### config.mk
export PLATFORM = sky130hd
export DESIGN_NAME = alu_seq_param
export DESIGN_NICKNAME = d
export VERILOG_FILES = /design/src/rtl/alu_seq_param.sv
export SDC_FILE = /design/constraint.sdc
export NUM_CORES = 1
export LEC_CHECK = 0
export ABC_AREA = 1
export ABC_CLOCK_PERIOD_IN_PS = 3200
export CAP_MARGIN = 40
export CORE_AREA = 2 2 127 129
export CTS_CLUSTER_SIZE = 25
export DETAILED_ROUTE_END_ITERATION = 12
export DIE_AREA = 0 0 129 131
export PLACE_DENSITY = 0.5
export SLEW_MARGIN = 40
export SYNTH_ARGS = -nofsm -noshare
export SYNTH_HDL_FRONTEND = slang
export SYNTH_SLANG_ARGS = --single-unit
### constraint.sdc
create_clock -name clk -period 3.2 [get_ports clk]
set_clock_uncertainty 0.2 [all_clocks]
set_input_delay 0.48 -clock clk [delete_from_list [all_inputs] [get_ports clk]]
set_output_delay 0.48 -clock clk [all_outputs]
set_load 0.05 [all_outputs]
### src/rtl/alu_seq_param.sv
// alu_seq_param: multi-cycle ALU with add/sub, radix-4 Booth signed multiply and non-restoring unsigned divide
module alu_seq_param #(
    parameter int WIDTH = 8
) (
    input  logic             clk,
    input  logic             reset,
    input  logic             BEGIN,
    input  logic [1:0]       op_code,
    input  logic [WIDTH-1:0] operand_x,
    input  logic [WIDTH-1:0] operand_y,
    output logic             busy,
    output logic             END,
    output logic [WIDTH-1:0] result_hi,
    output logic [WIDTH-1:0] result_lo,
    output logic             overflow,
    output logic             div_by_zero
);
    localparam int CNT_W = $clog2(WIDTH) + 1;

    typedef enum logic [2:0] {IDLE, ADDSUB, MUL_STEP, DIV_STEP, DIV_CORR, DONE} state_t;

    state_t           state;
    logic [1:0]       op;
    logic [WIDTH+1:0] a;
    logic [WIDTH-1:0] q, m;
    logic             qm1;
    logic [CNT_W-1:0] cnt;

    // M holds the multiplicand / left operand, or the divisor; Q holds the multiplier / right operand, or the dividend
    logic [WIDTH:0]   sum_as;
    logic [2:0]       dig;
    logic [WIDTH+1:0] m_ext, m_add, mul_sum;
    logic [WIDTH:0]   d_sh, d_m, d_new;
    logic [WIDTH-1:0] d_fix;

    assign sum_as  = {m[WIDTH-1], m} + (op[0] ? ~{q[WIDTH-1], q} : {q[WIDTH-1], q}) + {{WIDTH{1'b0}}, op[0]};
    assign dig     = {q[1:0], qm1};
    assign m_ext   = {{2{m[WIDTH-1]}}, m};
    assign m_add   = (dig == 3'b001 || dig == 3'b010) ? m_ext :
                     (dig == 3'b011) ? {m_ext[WIDTH:0], 1'b0} :
                     (dig == 3'b100) ? -{m_ext[WIDTH:0], 1'b0} :
                     (dig == 3'b101 || dig == 3'b110) ? -m_ext : '0;
    assign mul_sum = a + m_add;
    // Add/subtract decision uses the sign of A before the shift, the true sign of the partial remainder
    assign d_sh    = {a[WIDTH-1:0], q[WIDTH-1]};
    assign d_m     = {1'b0, m};
    assign d_new   = a[WIDTH] ? d_sh + d_m : d_sh - d_m;
    assign d_fix   = a[WIDTH] ? a[WIDTH-1:0] + m : a[WIDTH-1:0];

    // Operation sequencer: capture, iterate, publish results and pulse END
    always_ff @(posedge clk or negedge reset) begin
        if (!reset) begin
            state       <= IDLE;
            op          <= '0;
            a           <= '0;
            q           <= '0;
            m           <= '0;
            qm1         <= 1'b0;
            cnt         <= '0;
            busy        <= 1'b0;
            END         <= 1'b0;
            result_hi   <= '0;
            result_lo   <= '0;
            overflow    <= 1'b0;
            div_by_zero <= 1'b0;
        end else begin
            case (state)
                IDLE: begin
                    END <= 1'b0;
                    if (BEGIN) begin
                        op       <= op_code;
                        m        <= (op_code == 2'b11) ? operand_y : operand_x;
                        q        <= (op_code == 2'b11) ? operand_x : operand_y;
                        qm1      <= 1'b0;
                        a        <= '0;
                        cnt      <= '0;
                        busy     <= 1'b1;
                        overflow <= 1'b0;
                        if (op_code == 2'b11 && operand_y == '0) begin
                            result_lo   <= '1;
                            result_hi   <= operand_x;
                            div_by_zero <= 1'b1;
                            state       <= DONE;
                        end else begin
                            result_lo   <= '0;
                            result_hi   <= '0;
                            div_by_zero <= 1'b0;
                            state       <= op_code[1] ? (op_code[0] ? DIV_STEP : MUL_STEP) : ADDSUB;
                        end
                    end
                end
                ADDSUB: begin
                    result_lo <= sum_as[WIDTH-1:0];
                    result_hi <= {WIDTH{sum_as[WIDTH]}};
                    overflow  <= sum_as[WIDTH] ^ sum_as[WIDTH-1];
                    state     <= DONE;
                end
                MUL_STEP: begin
                    a   <= {{2{mul_sum[WIDTH+1]}}, mul_sum[WIDTH+1:2]};
                    q   <= {mul_sum[1:0], q[WIDTH-1:2]};
                    qm1 <= q[1];
                    cnt <= cnt + 1'b1;
                    if (cnt == CNT_W'(WIDTH/2 - 1)) state <= DONE;
                end
                DIV_STEP: begin
                    a   <= {d_new[WIDTH], d_new};
                    q   <= {q[WIDTH-2:0], ~d_new[WIDTH]};
                    cnt <= cnt + 1'b1;
                    if (cnt == CNT_W'(WIDTH - 1)) state <= DIV_CORR;
                end
                DIV_CORR: begin
                    result_lo <= q;
                    result_hi <= d_fix;
                    state     <= DONE;
                end
                DONE: begin
                    if (op == 2'b10) begin
                        result_hi <= a[WIDTH-1:0];
                        result_lo <= q;
                    end
                    END   <= 1'b1;
                    busy  <= 1'b0;
                    state <= IDLE;
                end
                default: state <= IDLE;
            endcase
        end
    end
endmodule

; ---- After elaboration in Yosys (flattened, before gate mapping)
; Index checks and enable logic that the tools add are counted.
[totals]
reg_bits = 56
latchBits = 0
mem_bits_rw = 0
romBits = 0
n_memories = 0
[op_classes]
addsub = 9
n_mul = 0
div = 0
order_cmp = 0
eq_ne = 19
shift = 0
n_mux = 37
n_bitwise = 3
reduce_logical = 21
[op_table]
columns = cell, n
row1 = $mux W8, 10
row2 = $pmux W8 S4, 2
row3 = $mux W10, 5
row4 = $pmux W10 S3, 1
row5 = $pmux W8 S3, 1
row6 = $neg A10 Y10, 2
row7 = $mux W9, 2
row8 = $eq A3 B3 Y1 const B, 5
row9 = $eq A3 B2 Y1 const B, 4
row10 = $mux W3, 4
row11 = $pmux W3 S4, 1
row12 = $reduce_and A2 Y1, 6
row13 = $add A10 B10 Y10, 1
row14 = $add A9 B1 Y9, 1
row15 = $add A9 B8 Y9, 1
row16 = $add A9 B9 Y9, 1
row17 = $not A9 Y9, 1
row18 = $sub A9 B8 Y9, 1
row19 = $add A8 B8 Y8, 1
row20 = $logic_not A8 Y1, 1
row21 = $ne A2 B2 Y1 const B, 4
row22 = $pmux W1 S2, 4
row23 = $pmux W4 S2, 1
row24 = $reduce_bool A2 Y1, 4
row25 = other kinds (17), 25

; ---- Depth between registers and ports, before layout
; Gate-level depths: netlist (run 1).
[depth]
ltp_word = 8
depth_mapped = 19

; ---- Worst setup path after synthesis (run 1)
; No wires, ideal clock.
[synth_timing]
path_type = register to register
from = reg m[1]
to = reg a[7]
arrival_ns = 2.492
t_required_ns = 2.872
setup_slack_ns = 0.381
stages_incl_launch_ff = 19
cell_sequence = dfrtp_1 -> inv_1 -> ha_1 -> nand2_1 -> nor2_1 -> inv_1 -> nand2_1 -> nor2_1 -> a221oi_1 -> o21ai_0 -> ha_1 -> a21oi_1 -> o21ai_0 -> nand2_1 -> nand3_1 -> inv_1 -> nand3_1 -> nand3_1 -> nand3_1
[synth_between]
elab_chain_cells = 7
elab_cells_between_ends = 11
[synth_rtl]
columns = element, line
row1 = "start, declared", 25  ; logic [WIDTH-1:0] q, m;
row2 = "start signal, assigned", 72  ; m <= (op_code == 2'b11) ? operand_y : operand_x;
row3 = $neg A10 Y10, 42  ; (dig == 3'b101 || dig == 3'b110) ? -m_ext : '0;
row4 = $mux W10, 42
row5 = $mux W10, 41  ; (dig == 3'b100) ? -{m_ext[WIDTH:0], 1'b0} :
row6 = $mux W10, 40  ; (dig == 3'b011) ? {m_ext[WIDTH:0], 1'b0} :
row7 = $mux W10, 39  ; assign m_add = (dig == 3'b001 || dig == 3'b010) ? m_ext :
row8 = $add A10 B10 Y10, 43  ; assign mul_sum = a + m_add;
row9 = $pmux W10 S3 (*), 67  ; case (state)
row10 = "end signal, assigned", 99  ; a <= {{2{mul_sum[WIDTH+1]}}, mul_sum[WIDTH+1:2]};
row11 = "end signal, assigned", 106  ; a <= {d_new[WIDTH], d_new};
row12 = "end, declared", 24  ; logic [WIDTH+1:0] a;
; Mark *: on every way between the ends. The rest lies on a longest branch, timed or not.
; A chain may end at the register's enable or synchronous reset.

; ---- Worst setup path after layout (run 1)
[layout_timing]
from = reg qm1
to = reg a[4]
[layout_between]
elab_chain_cells = 8
elab_cells_between_ends = 14
[layout_rtl]
columns = element, line
row1 = "start, declared", 26  ; logic qm1;
row2 = "start signal, assigned", 101  ; qm1 <= q[1];
row3 = $eq A3 B3 Y1, 42
row4 = $logic_or A1 B1 Y1, 42
row5 = $mux W10, 42
row6 = $mux W10, 41
row7 = $mux W10, 40
row8 = $mux W10 (*), 39
row9 = $add A10 B10 Y10 (*), 43
row10 = $pmux W10 S3 (*), 67
; Marks and branches as above.

==> impl_metrics.csv, run 1 <==
group,metric,value,unit
status,status,"finished, final reports clean",
setup_path,setup.worst_path.start_class,"register",
setup_path,cp.arrival,2.96,ns
drt,dr.first_iter.drc_count,510,
sta,tightest_slew,0.5980,ns
cells_and_area,n_antenna_cell,0,
floorplanning,coreArea,15600,sq um
sta,post-route-min-period,2.930,ns
place,port_buffers,40,
place,dpl.hpwl,13740,um
synth,synthCells,726,
global_route,grt_overflow,0,
sta,final-max-slew-violation-count,0,
sta,finalSetupTns,0,ns
synth,synth_xor_area_share,2.317,%
sta,maxSlewHeadroom,60.14,%
place,place.gp.congestion,0.9458,
setup_path,required,3.23,ns
place,place_inst,987,
setup_path,r2r_end,"a[4]",
drt,vias,5181,
synth,async_reset_ff_share,100.0,%
synth,yosys.area_share.simple,29.56,%
synth,synth_area_leaders,"dfrtp_1, nand2_1, ha_1",
cts,cts_tree,"done",
setup_path,endpoint_kind,"register",
synth,syn_area_per_cell,6.768,sq um
cells_and_area,fillers,1656,
cells_and_area,area_delta_synth_final,18.67,%
setup_path,cp_max_fo,8,
cts,cts_max_level,2,
synth,synthMuxAreaShare,0,%
setup_path,critPathCapture,"a[4]",
floorplanning,die_h,131,um
drt,wire_per_inst,17.16,um
setup_path,critPathLaunch,"qm1",
cells_and_area,layout.area.seq,1376,sq um
sta,max_freq,341.3,MHz
global_route,grt_use_total,20.80,%
synth,yosysWarnings,0,
synth,synth_most_common_cell,"nand2_1",
global_route,antenna_found_initial,0,
cts,clk_pin_slew,0.08,ns
cts,clk_latency,0.32,ns
synth,syn-cell-area,4913,sq um
synth,synth_ff_type,"dfrtp_1",
drt,drtPass1Iterations,6,
floorplanning,die_w,129,um
synth,yosys.area.top_type,"dfrtp_1",
synth,synth_top_area_share,28.01,%
synth,synth_top_family_by_area,"simple AND/OR/NAND/NOR gates",
floorplanning,start_util,31.50,%
global_route,grt_start_max_net_pins,33,
synth,synth_compound_gate_area_share,19.96,%
setup_path,reg2reg_depth,17,
drt,viasPerCell,5.191,
synth,synthesis.nets,784,
floorplanning,row_count,46,
floorplanning,ios,41,
synth,yosys-top-cells-count,"nand2_1, inv_1, nor2_1",
synth,synth-edff-count,0,
worst_hold_path,hp-class,"reg2reg",
flow_run,max_cap_violations,0,
cells_and_area,drive_gt1_share,7.417,%
global_route,first_global_vias,4965,
setup_path,r2r_slack,0.27,ns
setup_path,r2r_start,"qm1",
sta,period_share,91.57,%
global_route,grt_first_pass_wirelength,26980,um
cells_and_area,nets,839,
synth,ys_seq_elements,55,
sta,setup_violations,0,
synth,synth_fa_ha_area_share,10.03,%
cts,clockBufferDepth,2,
cells_and_area,final_cells,998,
floorplanning,dieArea,16900,sq um
drt,wl,17130,um
synth,synth_cell_type_count,43,
sta,finalHoldViolCount,0,
setup_path,critical_path_class,"reg2reg",
cts,cts_made_buffers,5,
drt,ant_nets,0,
cts,cts-root-buf,"clkbuf_16",
synth,seq_area_frac_synth,28.01,%
drt,drc_errors,0,
cts,clock-sinks,55,
cells_and_area,multi_input_area,3047,sq um
## critical path: stages (launching register included)
cell and delay (ns):
dfrtp_1 0.40, inv_1 0.06, nand2_1 0.09, nor2_1 0.45, o21ai_0 0.14, o211ai_1 0.10, o21a_1 0.17, inv_1 0.06
fa_1 0.38, inv_1 0.09, nand3_1 0.08, nand2_1 0.13, nand2_1 0.09, nand2_1 0.07, a21oi_1 0.08, nand2_1 0.07
nand2_1 0.04, o211ai_1 0.16
## cell type report
class / count / share of cell area, %
Tap cell: 216 / 4.635
Clock inverter: 3 / 0.4936
Sequential cell: 55 / 23.61
Multi-Input combinational cell: 545 / 52.25
Inverter: 112 / 7.210
Timing Repair Buffer: 62 / 9.657
Clock buffer: 5 / 2.146
## how the worst min path moves through the flow
stage                     startpoint    end  slack (ns)  cells after the start
after global routing             END    END        0.31                      2
after global placement           END    END        0.26                      2
after floorplan                reset    END       -0.02                      0
final                            END    END        0.28                      2
after CTS                      op[1]  op[1]        0.29                      2
after detailed placement       op[1]  op[1]        0.26                      2
## through the flow
step,hold slack [ns],utilization (%),worst slack (ns),area [sq um]
after floorplan,-0.01559,-,0.3806,4913
final,0.2769,37.38,0.2698,5831
after global routing,0.3084,37.38,-0.004647,5831
after global placement,0.2624,36.19,0.1586,5645
after detailed placement,0.2634,36.19,0.06401,5645
after CTS,0.2874,37.25,0.05607,5809
## sequential cells by signal (all words and copies together) (netlist names), 2 cells and up
name / count
a: 9
m: 8
state: 3
result_hi: 8
cnt: 4
q: 8
op: 2
result_lo: 8
## routing by layer
layer  GRT usage, %  share of wire (%)  up-vias  wire length (um)
met5              0                  0        -                 0
met4          5.818                2.0        0               347
met3          3.868                5.8       25               996
met2          33.89                 46      161              7841
met1          28.34                 46     2445              7945
li1               -                  -     2550                 -
## repair_timing
| action | 4_1_cts | 5_1_grt |
|---|---|---|
| endpoints found under the hold margin | 8 | 0 |
| hold buffers | 1 | 0 |
| resized for setup | 0 | 4 |
| setup endpoints to repair | 0 | 5 |
| buffers inserted | 0 | 2 |
## logic make-up after synthesis
group / Yosys count
compound gates: 163
simple gates: 332
xor+xnor: 13
buf+inv: 126
flops: 55
fa+ha+maj: 37
## cell usage in the layout (no fill, tap or decap), types with 5 or more instances in the layout
| cell type | instances |
|---|---|
| dfrtp_1 | 55 |
| clkbuf_16 | 5 |
| o221ai_1 | 7 |
| a22oi_1 | 6 |
| xor2_1 | 10 |
| o22ai_1 | 9 |
| o21ai_1 | 9 |
| a21oi_1 | 46 |
| ha_1 | 33 |
| clkdlybuf4s50_1 | 39 |
| o211ai_1 | 16 |
| or2_2 | 5 |
| nor2_1 | 57 |
| o21ai_0 | 46 |
| buf_4 | 21 |
| inv_2 | 10 |
| nand2_1 | 180 |
| nand3_1 | 54 |
| inv_1 | 100 |
| nand4_1 | 16 |
Power of run 1 is not shown: default switching activity piles up to over one toggle a cycle in this logic, so the estimate is an artifact.
==> run 2: changes to the inputs <==
- ABC_CLOCK_PERIOD_IN_PS: 3200 -> 3400
- CTS_CLUSTER_SIZE: 25 -> default
- clock period: 3.2 -> 3.4 ns (I/O delays scaled with it)
==> run 2 against run 1 <==
Compared with the run above:
- clock-buffer cell count stayed put
- global-route usage down 0.67 points
- non-clock buffer count down 9
- register-to-register slack improved by 0.04 ns
- fmax shrank 5.3%
- first-iteration DRC count fell by 5.9%
- design area down 1.2%
- sequential cell count unchanged
- worst hold slack better by 0.014 ns
- cell count shrank 0.90%
- sequential share of layout area is 0.29 points higher
- worst setup slack improved by 0.037 ns
- highest routed layer unchanged
==> impl_metrics.csv, run 2 (synthesis gave the netlist of run 1 again) <==
group,metric,value,unit
status,status,"finished, final reports clean",
cts,cts_made_buffers,5,
setup_path,reg2reg_depth,19,
floorplanning,start_util,31.50,%
global_route,antenna_found_initial,0,
cts,cts_tree,"done",
floorplanning,die_h,131,um
worst_hold_path,hold_depth,2,
sta,period_share,90.96,%
floorplanning,row_count,46,
floorplanning,coreArea,15600,sq um
sta,final-max-slew-violation-count,0,
drt,ant_nets,0,
cts,cts-root-buf,"clkbuf_16",
drt,wl,16690,um
worst_hold_path,hold_start,"result_hi[0]",
global_route,grt_overflow,0,
cells_and_area,layout.area.seq,1376,sq um
place,place.gp.congestion,0.9911,
setup_path,cp_max_fo,6,
sta,maxSlewHeadroom,64.73,%
flow_run,max_cap_violations,0,
global_route,grt_use_total,20.13,%
sta,post-route-min-period,3.093,ns
setup_path,critPathLaunch,"m[1]",
floorplanning,dieArea,16900,sq um
cells_and_area,layout_common_cells,"nand2_1, inv_1, nor2_1",
sta,setup_violations,0,
setup_path,path_cells,"inv_1 > buf_4 > nand3_1 > inv_1 > nand2_1 > xor2_1 > nand2_1 > o2111ai_1 > o21ai_0 > inv_1 > ha_1 > nand2_1 > inv_1 > a21boi_0 > nand3_1 > inv_1 > nand3_1 > nand3_1 > nand3_1",
global_route,grt_start_max_net_pins,35,
worst_hold_path,hp-class,"reg2reg",
cells_and_area,nets,830,
setup_path,slowest_stage,"dfrtp_1",
cells_and_area,area_delta_synth_final,17.21,%
setup_path,critical_path_class,"reg2reg",
floorplanning,ios,41,
sta,tightest_slew,0.5274,ns
sta,finalHoldViolCount,0,
setup_path,r2r_start,"m[1]",
drt,wire_per_inst,16.87,um
drt,viasPerCell,5.205,
setup_path,endpoint_kind,"register",
setup_path,setup.worst_path.start_class,"register",
place,place_inst,980,
global_route,grt_first_pass_wirelength,26030,um
cells_and_area,multi_input_area,3043,sq um
cells_and_area,n_antenna_cell,0,
floorplanning,die_w,129,um
sta,max_freq,323.3,MHz
place,port_buffers,40,
drt,vias,5148,
cells_and_area,fillers,1645,
worst_hold_path,worstHoldEndpoint,"result_hi[0]",
cts,clk_pin_slew,0.08,ns
drt,drc_errors,0,
cells_and_area,final_cells,989,
cells_and_area,drive_gt1_share,6.210,%
setup_path,r2r_end,"a[7]",
place,dpl.hpwl,13420,um
setup_path,required,3.39,ns
cells_and_area,largest_register,"a",
sta,rsz0062_at_grt,"no",
global_route,first_global_vias,4851,
cells_and_area,layout_commonest_cell,"nand2_1",
drt,dr.first_iter.drc_count,480,
cts,clockBufferDepth,2,
cts,clock-sinks,55,
cts,clk_latency,0.32,ns
setup_path,cp.arrival,3.09,ns
cells_and_area,largest_reg_flops,9,
cts,cts_max_level,2,
setup_path,slowest_delay,0.50,ns
drt,drtPass1Iterations,5,
sta,finalSetupTns,0,ns
setup_path,r2r_slack,0.31,ns
## run 2: cell types whose count changed in the layout (fill, tap and decap cells not counted), sizes merged
cell,change
buf,-9
## run 2: layer usage
layer	wire (um)	part of all wire, %	track usage [%]	vias to the layer above
li1	-	-	-	2537
met1	7934	48	28.32	2434
met2	7515	45	32.00	154
met3	817	4.9	2.769	23
met4	419	2.5	6.522	0
met5	0	0	0	-
## run 2: through the flow
step	hold WS (ns)	area (sq um)	setup WS, ns	util [%]
CTS	0.2893	5757	0.2449	36.91
global route	0.3119	5759	0.007565	36.92
floorplan	0.01441	4913	0.5806	-
detailed placement	0.2686	5593	0.2719	35.86
finish	0.2905	5759	0.3073	36.92
global placement	0.2643	5593	0.3393	35.86
## run 2: what timing repair did
item                       CTS  global route
hold endpoints to repair    21             0
hold buffers                 1             0
gates resized for setup      0             3
setup endpoints to repair    0             2
buffers inserted             0             0
## run 2: final cells by class
class / instances / share of cell area [%]
clock buffers: 5 / 2.172
clock inverters: 3 / 0.4997
inverters: 112 / 7.300
multi-input cells: 545 / 52.84
flip-flops and latches: 55 / 23.90
well taps: 216 / 4.693
repair buffers: 53 / 8.603
## run 2: worst max-delay path: cells and delay by family, from the launching register on
kind | cells | cell delay (ns)
flip-flops | 1 | 0.50
buffers and inverters | 6 | 0.53
AO/OA/AOI/OAI | 3 | 0.39
AND/OR/NAND/NOR | 8 | 0.84
adder cells (fa/ha/maj) | 1 | 0.28
XOR/XNOR | 1 | 0.23
## run 2: how the worst max path moves through the flow
| stage | to | cells after the start | slack, ns |
|---|---|---|---|
| 2_1_floorplan | a[7] | 18 | 0.58 |
| 5_1_grt | a[7] | 19 | 0.008 |
| 6_report | a[7] | 19 | 0.31 |
| 3_3_place_gp | a[7] | 19 | 0.34 |
| 3_5_place_dp | a[7] | 19 | 0.27 |
| 4_1_cts | a[7] | 19 | 0.24 |
Power of run 2 is left out for the same reason.
